`src/rtl/tm_pkg.sv`:
```
// rtl/tm_pkg.sv - shared types and helpers for the parametrised tape machine
package tm_pkg;

  // head movement encoded in a rule entry; both stay codes leave the head alone
  typedef enum logic [1:0] {
    MV_STAY  = 2'b00,
    MV_RIGHT = 2'b01,
    MV_LEFT  = 2'b10,
    MV_HOLD  = 2'b11
  } move_t;

  // reason the last run stopped
  typedef enum logic [1:0] {
    ST_NONE   = 2'b00,
    ST_HALT   = 2'b01,
    ST_BOUNDS = 2'b10,
    ST_LIMIT  = 2'b11
  } status_t;

  // controller states
  typedef enum logic [2:0] {
    S_IDLE  = 3'd0,
    S_FETCH = 3'd1,
    S_EXEC  = 3'd2,
    S_PAUSE = 3'd3,
    S_DONE  = 3'd4
  } fsm_t;

  // a run is in progress in these states; config writes and start are locked out
  function automatic logic fsm_busy(input fsm_t s);
    return (s == S_FETCH) || (s == S_EXEC) || (s == S_PAUSE);
  endfunction

endpackage

```
`src/rtl/tm_regfile.sv`:
```
// rtl/tm_regfile.sv - reset-cleared storage array, one write port, two read ports
module tm_regfile #(
  parameter int W  = 2,
  parameter int D  = 32,
  parameter int AW = (D > 1) ? $clog2(D) : 1
) (
  input  logic          clock,
  input  logic          Reset,
  input  logic          we,
  input  logic [AW-1:0] waddr,
  input  logic [W-1:0]  wdata,
  input  logic [AW-1:0] raddr_a,
  output logic [W-1:0]  rdata_a,
  input  logic [AW-1:0] raddr_b,
  output logic [W-1:0]  rdata_b
);

  logic [W-1:0] mem [D];

  // whole array clears on reset; writes past the last entry are dropped
  always_ff @(posedge clock or posedge Reset) begin
    if (Reset) begin
      for (int i = 0; i < D; i++) mem[i] <= '0;
    end else if (we && (32'(waddr) < D)) begin
      mem[waddr] <= wdata;
    end
  end

  // combinational reads; addresses past the end read as blank
  always_comb begin
    rdata_a = '0;
    rdata_b = '0;
    if (32'(raddr_a) < D) rdata_a = mem[raddr_a];
    if (32'(raddr_b) < D) rdata_b = mem[raddr_b];
  end

endmodule

```
`src/rtl/tm_engine_param.sv`:
```
// rtl/tm_engine_param.sv - parametrised multi-symbol tape machine with step control
module tm_engine_param
  import tm_pkg::*;
#(
  parameter int  SW        = 2,
  parameter int  NS        = 8,
  parameter int  TD        = 32,
  parameter int  MAX_STEPS = 1023,
  localparam int STW       = (NS > 1) ? $clog2(NS) : 1,
  localparam int HW        = (TD > 1) ? $clog2(TD) : 1,
  localparam int RA        = STW + SW,
  localparam int AW        = (HW > RA) ? HW : RA,
  localparam int DW        = 3 + STW + SW,
  localparam int CW        = $clog2(MAX_STEPS + 1)
) (
  input  logic           clock,
  input  logic           Reset,
  input  logic           cfg_we,
  input  logic           cfg_sel,
  input  logic [AW-1:0]  cfg_addr,
  input  logic [DW-1:0]  cfg_data,
  input  logic           start,
  input  logic [HW-1:0]  start_head,
  input  logic           step_mode,
  input  logic           Next,
  input  logic           abort,
  input  logic [HW-1:0]  rd_addr,
  output logic [SW-1:0]  rd_data,
  output logic           busy,
  output logic           done,
  output logic [1:0]     status,
  output logic [HW-1:0]  head,
  output logic [STW-1:0] state,
  output logic [CW-1:0]  step_count
);

  // rule layout depends on the alphabet and state-count parameters
  typedef struct packed {
    logic           halt;
    move_t          move;
    logic [STW-1:0] next_state;
    logic [SW-1:0]  write_sym;
  } rule_t;

  localparam int RD = NS * (1 << SW);

  fsm_t           fsm_q, fsm_d;
  logic [HW-1:0]  head_q;
  logic [STW-1:0] mstate_q;
  logic [CW-1:0]  cnt_q;
  logic [CW-1:0]  cnt_inc;
  status_t        status_q;
  logic [SW-1:0]  sym_q;
  logic           mode_q;
  logic           next_q;
  logic           next_rise;

  logic           run_go;
  logic           commit;
  logic           head_step;
  logic           term;
  status_t        term_status;
  logic           at_edge;

  logic           cfg_ok;
  logic           tape_cfg_we;
  logic           rule_cfg_we;
  logic           tape_we;
  logic [HW-1:0]  tape_waddr;
  logic [SW-1:0]  tape_wdata;
  logic [SW-1:0]  tape_head_sym;
  logic [DW-1:0]  rule_rd;
  logic [DW-1:0]  rule_unused_b;
  rule_t          rule;

  assign busy       = fsm_busy(fsm_q);
  assign done       = (fsm_q == S_DONE);
  assign status     = status_q;
  assign head       = head_q;
  assign state      = mstate_q;
  assign step_count = cnt_q;

  assign next_rise  = Next & ~next_q;
  assign cnt_inc    = cnt_q + 1'b1;
  assign rule       = rule_t'(rule_rd);
  assign at_edge    = ((rule.move == MV_RIGHT) && (head_q == HW'(TD - 1))) ||
                      ((rule.move == MV_LEFT)  && (head_q == '0));

  // config writes only land while no run is active and the address is in range
  assign cfg_ok      = cfg_we && !busy;
  assign tape_cfg_we = cfg_ok && !cfg_sel && (32'(cfg_addr) < TD);
  assign rule_cfg_we = cfg_ok &&  cfg_sel && (32'(cfg_addr >> SW) < NS);

  // the engine's own write owns the tape during EXEC; config owns it otherwise
  assign tape_we    = commit | tape_cfg_we;
  assign tape_waddr = commit ? head_q : cfg_addr[HW-1:0];
  assign tape_wdata = commit ? rule.write_sym : cfg_data[SW-1:0];

  tm_regfile #(.W(SW), .D(TD), .AW(HW)) u_tape (
    .clock   (clock),
    .Reset   (Reset),
    .we      (tape_we),
    .waddr   (tape_waddr),
    .wdata   (tape_wdata),
    .raddr_a (head_q),
    .rdata_a (tape_head_sym),
    .raddr_b (rd_addr),
    .rdata_b (rd_data)
  );

  tm_regfile #(.W(DW), .D(RD), .AW(RA)) u_rules (
    .clock   (clock),
    .Reset   (Reset),
    .we      (rule_cfg_we),
    .waddr   (cfg_addr[RA-1:0]),
    .wdata   (cfg_data),
    .raddr_a ({mstate_q, sym_q}),
    .rdata_a (rule_rd),
    .raddr_b ('0),
    .rdata_b (rule_unused_b)
  );

  // controller state register
  always_ff @(posedge clock or posedge Reset) begin
    if (Reset) fsm_q <= S_IDLE;
    else       fsm_q <= fsm_d;
  end

  // next state plus the per-cycle run/commit/terminate decisions
  always_comb begin
    fsm_d       = fsm_q;
    run_go      = 1'b0;
    commit      = 1'b0;
    head_step   = 1'b0;
    term        = 1'b0;
    term_status = ST_NONE;
    unique case (fsm_q)
      S_IDLE, S_DONE: begin
        if (start && !abort) begin
          fsm_d  = S_FETCH;
          run_go = 1'b1;
        end
      end
      S_FETCH: fsm_d = abort ? S_IDLE : S_EXEC;
      S_EXEC: begin
        if (abort) begin
          fsm_d = S_IDLE;
        end else begin
          commit = 1'b1;
          if (rule.halt) begin
            term        = 1'b1;
            term_status = ST_HALT;
          end else if (at_edge) begin
            term        = 1'b1;
            term_status = ST_BOUNDS;
          end else begin
            head_step = (rule.move == MV_RIGHT) || (rule.move == MV_LEFT);
            if (cnt_inc == CW'(MAX_STEPS)) begin
              term        = 1'b1;
              term_status = ST_LIMIT;
            end
          end
          if (term)        fsm_d = S_DONE;
          else if (mode_q) fsm_d = S_PAUSE;
          else             fsm_d = S_FETCH;
        end
      end
      S_PAUSE: begin
        if (abort)          fsm_d = S_IDLE;
        else if (next_rise) fsm_d = S_FETCH;
      end
      default: fsm_d = S_IDLE;
    endcase
  end

  // machine registers: loaded at start, symbol latched in FETCH, updated on commit
  always_ff @(posedge clock or posedge Reset) begin
    if (Reset) begin
      head_q   <= '0;
      mstate_q <= '0;
      cnt_q    <= '0;
      status_q <= ST_NONE;
      sym_q    <= '0;
      mode_q   <= 1'b0;
    end else begin
      if (run_go) begin
        head_q   <= start_head;
        mstate_q <= '0;
        cnt_q    <= '0;
        status_q <= ST_NONE;
        mode_q   <= step_mode;
      end
      if (fsm_q == S_FETCH) sym_q <= tape_head_sym;
      if (commit) begin
        mstate_q <= rule.next_state;
        cnt_q    <= cnt_inc;
        if (head_step) head_q <= (rule.move == MV_RIGHT) ? head_q + 1'b1 : head_q - 1'b1;
        if (term)      status_q <= term_status;
      end
    end
  end

  // Next edge detector; starts low so a level held before reset release is not lost
  always_ff @(posedge clock or posedge Reset) begin
    if (Reset) next_q <= 1'b0;
    else       next_q <= Next;
  end

endmodule

```
`config.mk`:
```
export PLATFORM = sky130hd
export DESIGN_NAME = tm_engine_param
export DESIGN_NICKNAME = d
export VERILOG_FILES = /design/src/rtl/tm_pkg.sv /design/src/rtl/tm_regfile.sv /design/src/rtl/tm_engine_param.sv
export SDC_FILE = /design/constraint.sdc
export NUM_CORES = 1
export LEC_CHECK = 0
export ABC_AREA = 0
export BUFFER_PORTS_ARGS = -buffer_cell sky130_fd_sc_hd__buf_4
export CAP_MARGIN = 20
export CORE_MARGIN = 1.5
export CORE_UTILIZATION = 67
export CTS_CLUSTER_DIAMETER = 60
export DETAILED_ROUTE_END_ITERATION = 10
export PLACE_DENSITY = 0.94
export SLEW_MARGIN = 20
export SYNTH_ARGS = -nofsm -noshare
export SYNTH_HDL_FRONTEND = slang
export SYNTH_SLANG_ARGS = --single-unit
```
`constraint.sdc`:
```
create_clock -name clock -period 20.8 [get_ports clock]
set_input_delay 4.16 -clock clock [delete_from_list [all_inputs] [get_ports clock]]
set_output_delay 4.16 -clock clock [all_outputs]
set_load 0.1 [all_outputs]
```
==> metrics <==
result of the run=completed; Arrival @ worst endpoint=6.00 ns; WS Path Type=input port to output pin; number of nets at the end of the flow=between 1k and 1.5k; Sink Count=roughly 350; standby leakage power=8.74 nW; via count of the first global-routing pass=11.9k; Max H-tree Level=2; final setup skew=approximately 0.028 ns; fraction of power spent switching nets=around a third; Skew-Pair Late Insertion Delay=0.53 ns; initial antenna violation count=0; core region area=~25,000 µm²; clock slew at reported path FFs=roughly 0.060 ns; predominant post-synthesis flop cell=sky130_fd_sc_hd__dfrtp_1; final-report max-slew violation count=0; buffers inserted during post-CTS setup optimization=0; post-synthesis sequential area ratio=50.4%; # IOs=55; Yosys warning count=0; Synth area leaders=sky130_fd_sc_hd__dfrtp_1 (50%), sky130_fd_sc_hd__mux2_2 (21%), sky130_fd_sc_hd__mux4_2 (13%); DRC marker count from the first detailed-route iteration=1,567; series of cell instances along the critical path=buf_4 -> mux4_2 -> mux4_2 -> mux2_2 -> buf_4; die span in x=~160 µm; global placement routability congestion=about 0.94; area leader, netlist=sky130_fd_sc_hd__dfrtp_1; total via count after detailed routing=~11k; DRC Markers=0; total half-perimeter wirelength after legalization and detailed placement=between 20 and 30 mm; total standard cell area after synthesis=roughly 17,000 µm²; register bit total from synthesis=around 350; area overhead of the layout relative to synthesis=10.2%; Detailed Route WL=44.2 mm; number of rows in the core area=between 50 and 60; total power of the final layout=around 2.4 mW; global-route wire length before repair=approximately 70 mm; CTS-repair resized insts=0; most frequent standard cell in the layout excluding fill and tap cells=sky130_fd_sc_hd__dfrtp_1; overall routing resource usage=33.8%; sw power=around 0.81 mW; period utilization=48.9%; CTS tree=yes; share of total power in combinational logic=30.6%; number of iterations in the first detailed-routing pass=6; Buffers on Ports=54; layout filler cell count=1,303; Final ANT Viol Nets=0; synthesized net count=around 1.2k; biggest fanout along the worst timing path=16; crit path max-delay cell type=sky130_fd_sc_hd__mux4_2; minimum clock period=10.16 ns; Required @ worst endpoint=~17 ns; maximum number of buffers from clock root to sink=3; Internal Pwr Total=~1.6 mW; hold-fix buffers at CTS=0; Sequential Power Share=41.2%; diode count=0; unrepaired setup endpoints after global routing=false; starting density of the core=approximately 68%; worst min path class=flop to flop; sort of element at the start of the critical path=input port; Setup TNS=0 ns; total gr overflow=0; clock network fraction of total power=28.3%; peak supply drop=about 0.00018 V; most frequent cells in the layout=sky130_fd_sc_hd__dfrtp_1 (345), sky130_fd_sc_hd__mux2_2 (322), sky130_fd_sc_hd__mux4_2 (98), sky130_fd_sc_hd__buf_4 (63), sky130_fd_sc_hd__nand2_1 (62); syn_area_per_cell=around 14 µm²; type of element capturing the critical path=output pin; fraction of layout instances using a drive strength above 1=between 40% and 50%; maximum capacitance violations=0; actual transition at the worst max-transition pin=between 1 and 1.5 ns; hold violation count in the final report=0; instance count after placement with tap cells included=roughly 1.5k; share of synthesized flip-flops with an asynchronous set or reset=100%; Root Buffer Master=sky130_fd_sc_hd__clkbuf_16; non-filler cells, final=1,573; Slowest Stage Delay on Critical Path=about 0.55 ns; Avg Vias per Cell=slightly above 7; EDFF count, synth=0; count of cell types in the netlist=between 60 and 70; Gate Count Post-Synth=about 1.2k; floorplan die height=163 µm; number of buffers created by CTS=37; Yosys top cell area share=slightly above 50%; die outline area=26,700 µm²; power per standard cell area=127 nW/µm²; dominant delay contributor by cell family on the critical path=multiplexers; final setup violation count=0; routed wire length per instance=between 20 and 30 µm; hold slack final=about 0.5 ns; Highest Clock Rate=a little under 100 MHz; worst rel slew slack=29.0%; number of buffers and inverters on the critical path=2; maximum number of pins on one net before global-route repair=roughly 120
==> worst paths after layout <==
| kind | startpoint | endpoint | slack, ns | cells after the start |
|---|---|---|---|---|
| worst max-delay path | rd_addr[0] | rd_data[0] | 10.64 | 5 |
| worst min-delay path | u_rules.mem[42] | u_rules.mem[42] | 0.50 | 1 |
| worst max register to register | sym_q[0] | head[4] | 15.51 | 14 |
| worst min register to register | u_rules.mem[42] | u_rules.mem[42] | 0.50 | 1 |
| max in group asynchronous | Reset | u_rules.mem[146] | 15.47 | 3 |
| min in group asynchronous | Reset | step_count[3] | 3.71 | 2 |
==> per-stage QoR <==
stage,util (%),cell area (µm²),setup WS (ns)
global route,75.5,19000,10.58
global placement,70.3,17700,10.69
detailed placement,70.3,17700,10.64
CTS,75.3,19000,10.63
floorplan,-,17200,7.02
finish,75.5,19000,10.64
==> sequential cells by signal, summed over array words and instances (netlist names) <==
register	count
fsm_q	3
status	2
u_tape.mem	64
head	5
state	3
sym_q	2
next_q	1
step_count	10
mode_q	1
u_rules.mem	256
==> area by class of cell <==
cell class                      instances  area [µm²]  area share (%)
Timing Repair Buffer                   65         512            2.69
Tap cell                              330         413            2.17
Clock inverter                         12         141           0.744
Clock buffer                           55        1120            5.87
Inverter                               12        52.6           0.277
Sequential cell                       347        8690            45.7
Multi-Input combinational cell        752        8080            42.5
==> layer usage <==
| metal | part of all wire (%) | vias to the layer above | wire, µm | track usage, % |
|---|---|---|---|---|
| met2 | 49 | 788 | 21600 | 55.0 |
| met3 | 9.5 | 181 | 4180 | 6.70 |
| met1 | 37 | 5953 | 16500 | 43.9 |
| met4 | 4.4 | 0 | 1930 | 16.5 |
| met5 | 0 | - | 0 | 0 |
| li1 | - | 4507 | - | - |
==> synth_stat cells (all sizes together), types with 3 or more instances <==
cell    instances
a21oi           9
a22oi           5
a31oi           5
and2           10
buf            36
clkbuf         46
dfrtp         347
ha              7
inv            12
mux2          322
mux2i          32
mux4          106
nand2          62
nand2b         10
nand3          17
nand3b          6
nand4           4
nor2           54
nor2b           7
nor3           10
nor4            5
o21ai          24
o22ai           5
o31ai           5
o32a            3
or3             5
xor2            3
==> logic make-up after synthesis <==
group / Yosys count / synth area share, %
AND/OR/NAND/NOR: 202 / 5.90
flip-flops: 347 / 50.4
adder cells (fa/ha/maj): 8 / 0.624
buffers and inverters: 94 / 2.81
multiplexers: 460 / 36.9
XOR/XNOR: 4 / 0.203
AO/OA/AOI/OAI: 78 / 3.17
==> power by group through the flow <==
stage                     Combinational (mW)  Sequential, mW  Clock (mW)
final                                  0.735           0.990       0.680
after global routing                   0.771            1.01       0.709
after CTS                              0.723           0.980       0.679
after detailed placement               0.709           0.987           0
after global placement                 0.679           0.972           0
after floorplan                        0.561           0.956           0
(Power assumes the default switching activity.)
